[src/rtl/su_cfg_pkg.sv]
// Shared constants and state type for the switch-unit configuration controller.
package su_cfg_pkg;

  localparam int SU_DIR_W   = 6;
  localparam int CFG_WORD_W = 8;

  localparam int DIR_LSB  = 0;
  localparam int RSVD_BIT = 6;
  localparam int PAR_BIT  = 7;

  typedef enum logic [1:0] {
    IDLE   = 2'd0,
    LOAD   = 2'd1,
    DRAIN  = 2'd2,
    COMMIT = 2'd3
  } su_cfg_state_t;

endpackage

[src/rtl/su_cfg_word_chk.sv]
// Combinational check of one host configuration word.
// Bit-7 even-parity checking is compiled in only when SU_CFG_PARITY_EN is defined.
module su_cfg_word_chk
  import su_cfg_pkg::*;
(
  input  logic [CFG_WORD_W-1:0] word,
  output logic                  word_ok,
  output logic [SU_DIR_W-1:0]   dir
);

  assign dir = word[DIR_LSB +: SU_DIR_W];

`ifdef SU_CFG_PARITY_EN
  // Even parity over [6:0] stored in bit 7 means the whole word XORs to zero.
  assign word_ok = !word[RSVD_BIT] && !(^word);
`else
  logic unused_par;
  assign unused_par = word[PAR_BIT];
  assign word_ok    = !word[RSVD_BIT];
`endif

endmodule

[src/rtl/su_cfg_ctrl.sv]
// Loads per-SU routing words into shadow registers and commits them atomically.
// Optional build macro: SU_CFG_PARITY_EN (enables bit-7 parity checking).
module su_cfg_ctrl
  import su_cfg_pkg::*;
#(
  parameter int N_SU  = 8,
  parameter int IDX_W = (N_SU > 1) ? $clog2(N_SU) : 1
) (
  input  logic                         clk,
  input  logic                         rst,
  input  logic                         cfg_start,
  input  logic                         cfg_abort,
  input  logic                         cfg_valid,
  input  logic [CFG_WORD_W-1:0]        cfg_data,
  output logic                         cfg_ready,
  output logic                         busy,
  output logic                         cfg_done,
  output logic                         cfg_err,
  output logic [N_SU*SU_DIR_W-1:0]     dir_con_out
);

  su_cfg_state_t state_q, state_d;
  logic [IDX_W-1:0] idx_q, idx_d;
  logic err_q, err_d;
  logic done_q;
  logic [SU_DIR_W-1:0] shadow_q [N_SU];
  logic [N_SU*SU_DIR_W-1:0] active_q;

  logic word_ok;
  logic [SU_DIR_W-1:0] word_dir;
  logic xfer, last, shadow_we;

  su_cfg_word_chk u_word_chk (
    .word    (cfg_data),
    .word_ok (word_ok),
    .dir     (word_dir)
  );

  assign cfg_ready   = ((state_q == LOAD) || (state_q == DRAIN)) && !cfg_abort;
  assign xfer        = cfg_ready && cfg_valid;
  assign last        = (idx_q == IDX_W'(N_SU - 1));
  assign busy        = (state_q != IDLE);
  assign cfg_done    = done_q;
  assign cfg_err     = err_q;
  assign dir_con_out = active_q;

  always_comb begin
    state_d   = state_q;
    idx_d     = idx_q;
    err_d     = err_q;
    shadow_we = 1'b0;
    unique case (state_q)
      IDLE: begin
        if (cfg_start) begin
          state_d = LOAD;
          idx_d   = '0;
          err_d   = 1'b0;
        end
      end
      LOAD: begin
        if (cfg_abort) begin
          state_d = IDLE;
        end else if (xfer) begin
          idx_d = idx_q + 1'b1;
          if (word_ok) begin
            shadow_we = 1'b1;
            if (last) state_d = COMMIT;
          end else begin
            // A bad final word has nothing left to drain.
            err_d   = 1'b1;
            state_d = last ? IDLE : DRAIN;
          end
        end
      end
      DRAIN: begin
        if (cfg_abort) begin
          state_d = IDLE;
        end else if (xfer) begin
          idx_d = idx_q + 1'b1;
          if (last) state_d = IDLE;
        end
      end
      COMMIT:  state_d = IDLE;
      default: state_d = IDLE;
    endcase
  end

  always_ff @(posedge clk or posedge rst) begin
    if (rst) begin
      state_q  <= IDLE;
      idx_q    <= '0;
      err_q    <= 1'b0;
      done_q   <= 1'b0;
      active_q <= '0;
      for (int i = 0; i < N_SU; i++) shadow_q[i] <= '0;
    end else begin
      state_q <= state_d;
      idx_q   <= idx_d;
      err_q   <= err_d;
      done_q  <= (state_q == COMMIT);
      if (shadow_we) shadow_q[idx_q] <= word_dir;
      if (state_q == COMMIT) begin
        for (int i = 0; i < N_SU; i++) active_q[i*SU_DIR_W +: SU_DIR_W] <= shadow_q[i];
      end
    end
  end

endmodule
[config.mk]
export PLATFORM = sky130hd
export DESIGN_NAME = su_cfg_ctrl
export DESIGN_NICKNAME = d
export VERILOG_FILES = /design/src/rtl/su_cfg_pkg.sv /design/src/rtl/su_cfg_word_chk.sv /design/src/rtl/su_cfg_ctrl.sv
export SDC_FILE = /design/constraint.sdc
export NUM_CORES = 1
export LEC_CHECK = 0
export BUFFER_PORTS_ARGS = -buffer_cell sky130_fd_sc_hd__clkbuf_2
export CORE_MARGIN = 1.5
export CORE_UTILIZATION = 55
export CTS_BUF_LIST = sky130_fd_sc_hd__clkbuf_8
export DETAILED_ROUTE_END_ITERATION = 12
export HOLD_SLACK_MARGIN = 0.1
export PLACE_DENSITY = 0.84
export SYNTH_ARGS = -nofsm -noshare
export SYNTH_HDL_FRONTEND = slang
export SYNTH_HIERARCHICAL = 1
export SYNTH_SLANG_ARGS = --single-unit
[constraint.sdc]
create_clock -name clk -period 6.8 [get_ports clk]
set_input_delay 0.68 -clock clk [delete_from_list [all_inputs] [get_ports clk]]
set_output_delay 0.68 -clock clk [all_outputs]
set_load 0.01 [all_outputs]
---- Word level (Yosys, flattened, before mapping) ----
Cells that the tools add are included.
cells by class
  add/sub/neg operators ................... 1
  magnitude comparators ................... 2
  eq/ne operators ......................... 14
  muxes and demuxes ....................... 26
  bitwise operators ....................... 1
  reduce and logical (&&, ||, !) cells .... 13
operators with widths
  kind                   count
  $bwmux W48             1
  $demux W6 S3           1
  $mux W2                9
  $ne A2 B2 Y1 const B   5
  $reduce_and A5 Y1      2
  $mux W3                3
  $ne A3 B3 Y1 const B   3
  $mux W1                8
  $pmux W2 S4            1
  $mux W6                1
  $pmux W3 S2            1
  $reduce_bool A2 Y1     3
  $eq A2 B2 Y1 const B   2
  $ge A4 B4 Y1 const B   1
  $lt A4 B1 Y1 const B   1
  $ne A4 B4 Y1 const B   1
  $not A3 Y4             1
  $reduce_and A4 Y1      1
  $add A3 B1 Y3 const B  1
  $eq A3 B3 Y1 const B   1
  $logic_and A1 B1 Y1    3
  $eq A2 B1 Y1 const B   1
  $logic_not A2 Y1       1
  $ne A2 B1 Y1 const B   1
  4 further kinds        4
word-level totals
  register bits after elaboration ......... 103
  input bits .............................. 13
  logic and storage cells ................. 70

---- Longest topological paths before layout ----
  depth in word-level cells ............... 7
  gate-level depth with buffers ........... 7
  depth with buffers taken out ............ 6

---- Cells and area by module ----
Netlist, hierarchy kept.
modules (own cells, without submodules)
  module           times used  cells each  area each (µm²)
  su_cfg_ctrl      1           259         4085.2
  su_cfg_word_chk  1           7           48.8

---- Worst setup path after synthesis ----
OpenSTA, ideal clock, no wires.
  kind .................................... reg-to-reg
  start ................................... register state_q[0]
  end ..................................... register shadow_q[10] in the netlist's numbering
  setup time .............................. 0.125 ns
  data arrival time ....................... 1.858 ns
  path slack .............................. 4.817 ns
  stages on the path, launching flop included .. 8
  period minus slack after synthesis ...... 1.983 ns
  cells stage by stage .................... dfrtp_1 > inv_1 > ha_1 > buf_4 > and4b_1 > nand3_2 > nor3b_4 > mux2_2
between the ends
  cells in the longest elaborated chain, start to end .. 7
  elaborated cells between the ends (all ways) .. 8
  those cells by class .................... eq/ne: 2; mux: 3; reduce/logical: 3
RTL lines
  element                                              RTL line                              source
  start: declaration                                   su_cfg_ctrl.sv:22                     su_cfg_state_t state_q, state_d;
  start signal: assignment                             su_cfg_ctrl.sv:97                     state_q <= state_d;
  $eq A2 B1 Y1 / $eq A2 B2 Y1 (equally long branches)  su_cfg_ctrl.sv:39, su_cfg_ctrl.sv:52
  $logic_or A1 B1 Y1                                   su_cfg_ctrl.sv:39                     assign cfg_ready = ((state_q == LOAD) || (state_q == DRAIN)) && !cfg_abort;
  $logic_and A1 B1 Y1                                  su_cfg_ctrl.sv:39
  $logic_and A1 B1 Y1                                  su_cfg_ctrl.sv:40                     assign xfer = cfg_ready && cfg_valid;
  $mux W1                                              su_cfg_ctrl.sv:63                     end else if (xfer) begin
  $mux W1                                              su_cfg_ctrl.sv:61                     if (cfg_abort) begin
  $mux W1 (*)                                          su_cfg_ctrl.sv:52                     unique case (state_q)
  end signal: indexed assignment                       su_cfg_ctrl.sv:101                    if (shadow_we) shadow_q[idx_q] <= word_dir;
  end: declaration                                     su_cfg_ctrl.sv:26                     logic [SU_DIR_W-1:0] shadow_q [N_SU];
Every way passes the cells marked *; elsewhere a longest branch is shown, timed or not.
A chain may end at the register's enable or synchronous reset.

---- Final worst setup path ----
  start ................................... register state_q[1]
  end ..................................... register shadow_q[7] in the netlist's numbering
Same word-level chain as after synthesis.

==> results.toml <==
[sta]
maximum_clock_frequency_ghz = 0.4265
setup_tns_ns = 0
period_needed_ns = 2.345
slew_of_the_pin_with_the_lowest_slew_margin_ns = 0.7008
finalCritPeriodShare_pct = 34.48
setup-violations-final = 0
grt_setup_unrepaired = "false"
slew_headroom_pct = 53.00
fin_worst_hold_slack_ns = 0.4043
final.setup_skew_ns = 0.007852
maxSlewViolCount = 0
hold_violations = 0

[global_routing]
grt_usage_pct = 20.40
grt.met1_usage_pct = 28.63
antenna_found_initial = 0
grt_most_used_layer = "met2"
grt.met3_usage_pct = 3.382
globalRouteOverflowTotal = 0
first_global_vias = 2286
grt_first_pass_wirelength_um = 12100
grt_max_degree = 53
grt_util_met2_pct = 32.43

[synthesis]
syn-instance-count = 266
synth_sequential_area_ratio_pct = 62.35
yosys.cell_types.count = 30
asyncSetResetFlopFracSynth_pct = 100.0
synth_flop_cell = "sky130_fd_sc_hd__dfrtp_1"
post_synth.cell_area_avg_sq_um = 15.54
synth-seq-cells = 103
synth-warning-count = 6
number_of_nets_produced_by_synthesis = 285
post-synth-top-area-cell = "sky130_fd_sc_hd__dfrtp_1"
synth.top_cell.area_share_pct = 62.35
synth_edf_count = 0
netlist_top_cells_area = "sky130_fd_sc_hd__dfrtp_1, sky130_fd_sc_hd__mux2_2, sky130_fd_sc_hd__ha_1"
synthesized_cell_area_sq_um = 4134

[clock_tree]
insertion_delay_of_the_later_clocked_pin_in_the_worst_skew_pair_ns = 0.35
post_cts.repair.setup_buffers = 0
clk_path_buf_depth = 2
max_h_tree_level = 3
tritoncts.num_buffers = 9
cts_root_buf = "sky130_fd_sc_hd__clkbuf_8"
tritoncts_clock_tree = "done"
ctsResizeCount = 0
clk_pin_slew_ns = 0.08
cts_hold_buf = 0
total_clock_sinks = 103

[critical_path]
crit_path_end_kind = "flip-flop"
critPathMaxFanout = 10
required_ns = 7.03
worst_reg2reg_path_startpoint = "state_q[1]"
r2r_setup_slack_ns = 4.46
crit_start_category = "flip-flop"
path_class = "flip-flop to flip-flop"
rr_endpoint = "shadow_q[7]"
timing.critical_path.arrival_ns = 2.57
worst-r2r-cell-count = 6

[finish]
synthToLayoutAreaGrowth_pct = 14.65
multi_input_area_sq_um = 1456
filler_cell_count = 553
final_layout_size_suffix_gt1_share_pct = 54.95
n_antenna_cell = 0
utilization_pct = 65.34
post-route-cell-area_sq_um = 4740
nets = 349
area.sequential_sq_um = 2577

[routing]
postRouteAntennaNets = 0
drt_first_pass_iters = 4
drt-initial-drc-count = 135
remaining_drc_errors = 0
avgViaCountPerCell = 5.313
drt-wirelength-per-cell_um = 17.21
finalWirelength_um = 7433
vias = 2295

[pwr]
ir_worst_vdd_mv = 0.2040
power-per-cell-area_nw_per_um2 = 360.0
leakagePower_nw = 2.479

[die]
die_width_um = 89.70
floorplan.die.height_um = 89.70
floorplan.initialDensity_pct = 57.00
rows = 31
io_pins = 65
placeableCoreArea_sq_um = 7253
floorplan.die_area_sq_um = 8045

[worst_hold_path]
hold_class = "input pin to asynchronous set/reset pin"

[place]
dp.final_hpwl_um = 5111
io_buffers = 63
post_dp_cell_area_sq_um = 4521
gp_congestion = 0.8171

[outcome]
run_status = "finished clean"

[flow_run]
drv.max_cap_violation_count = 0
-- metrics by stage --
step	cells	setup slack (ns)	power, W
3_3_place_gp	418	4.569	0.001281
5_1_grt	432	4.344	0.001807
2_1_floorplan	266	3.416	0.001161
6_report	432	4.455	0.001706
4_1_cts	432	4.487	0.001720
3_5_place_dp	418	4.502	0.001307
-- per-layer routing --
metal,up-vias,wire (um)
li1,1059,-
met5,-,0
met2,47,3837
met1,1181,3253
met3,8,247
met4,0,95
-- sequential cells by signal (all words and copies together), names as in the netlist --
register	cells
cfg_done	1
cfg_err	1
dir_con_out	48
idx_q	3
shadow_q	48
state_q	2
-- synthesized netlist by cell type, types with 2 or more instances --
master                    instances
sky130_fd_sc_hd__o21ai_0          4
sky130_fd_sc_hd__buf_1            3
sky130_fd_sc_hd__nor2b_1          5
sky130_fd_sc_hd__mux2_2          96
sky130_fd_sc_hd__inv_1            8
sky130_fd_sc_hd__dfrtp_1        103
sky130_fd_sc_hd__nand2_1          6
sky130_fd_sc_hd__a21oi_1          3
sky130_fd_sc_hd__nand4_1          2
sky130_fd_sc_hd__nor4_4           2
sky130_fd_sc_hd__buf_4            7
sky130_fd_sc_hd__nand3_1          4
sky130_fd_sc_hd__ha_1             6
-- layout make-up --
type,count,share of cell area (%)
well taps,99,2.614
clock inverters,3,1.426
flip-flops and latches,103,54.38
clock buffers,11,3.194
multi-input cells,143,30.73
repair buffers,65,6.969
inverters,8,0.6864
-- worst max-delay path, cell delays in order, from the launching register on --
cell and delay (ns):
sky130_fd_sc_hd__dfrtp_1 0.42, sky130_fd_sc_hd__inv_1 0.08, sky130_fd_sc_hd__ha_1 0.48, sky130_fd_sc_hd__and4b_1 0.34, sky130_fd_sc_hd__nand3_2 0.13, sky130_fd_sc_hd__nor3b_4 0.39, sky130_fd_sc_hd__mux2_2 0.39
-- where the power goes --
part	leakage, nW	total [W]	switching (W)	internal (W)
Clock	0.108	0.000413	0.000189	0.000224
Combinational	0.965	0.000452	0.000228	0.000224
Sequential	1.41	0.000842	0.0000845	0.000757
Total	2.48	0.00171	0.000502	0.00120
-- worst max-delay path by stage --
stage	startpoint	endpoint	slack [ns]	depth (start not counted)
global route	state_q[1]	shadow_q[7]	4.34	6
floorplan	rst	cfg_done	3.42	1
finish	state_q[1]	shadow_q[7]	4.46	6
CTS	state_q[0]	shadow_q[7]	4.49	6
global placement	state_q[1]	shadow_q[7]	4.57	6
detailed placement	state_q[1]	shadow_q[7]	4.50	6
-- layout by cell type, fill, tap and decap left out, types with 2 or more instances in the layout --
cell,synthesis,layout
sky130_fd_sc_hd__bufinv_16,0,2
sky130_fd_sc_hd__inv_1,8,7
sky130_fd_sc_hd__nand2_1,6,6
sky130_fd_sc_hd__mux2_2,96,96
sky130_fd_sc_hd__nand3_1,4,4
sky130_fd_sc_hd__buf_4,7,2
sky130_fd_sc_hd__clkbuf_2,0,63
sky130_fd_sc_hd__ha_1,6,5
sky130_fd_sc_hd__o21ai_0,4,4
sky130_fd_sc_hd__nor4_4,2,2
sky130_fd_sc_hd__nand4_1,2,2
sky130_fd_sc_hd__clkbuf_8,0,11
sky130_fd_sc_hd__nor2b_1,5,5
sky130_fd_sc_hd__a21oi_1,3,3
sky130_fd_sc_hd__dfrtp_1,103,103
-- kinds of logic (layout without fill, tap and decap cells) --
family,after synthesis,in the layout,share of synthesized area [%]
buffers and inverters,20,87,2.482
muxes,97,97,26.39
adders and majority gates,6,6,1.816
DFF,103,103,62.35
AOI/OAI and AO/OA,12,12,1.877
and+or+nand+nor,28,28,5.085
Note: power is estimated with default switching activity, not from simulation.
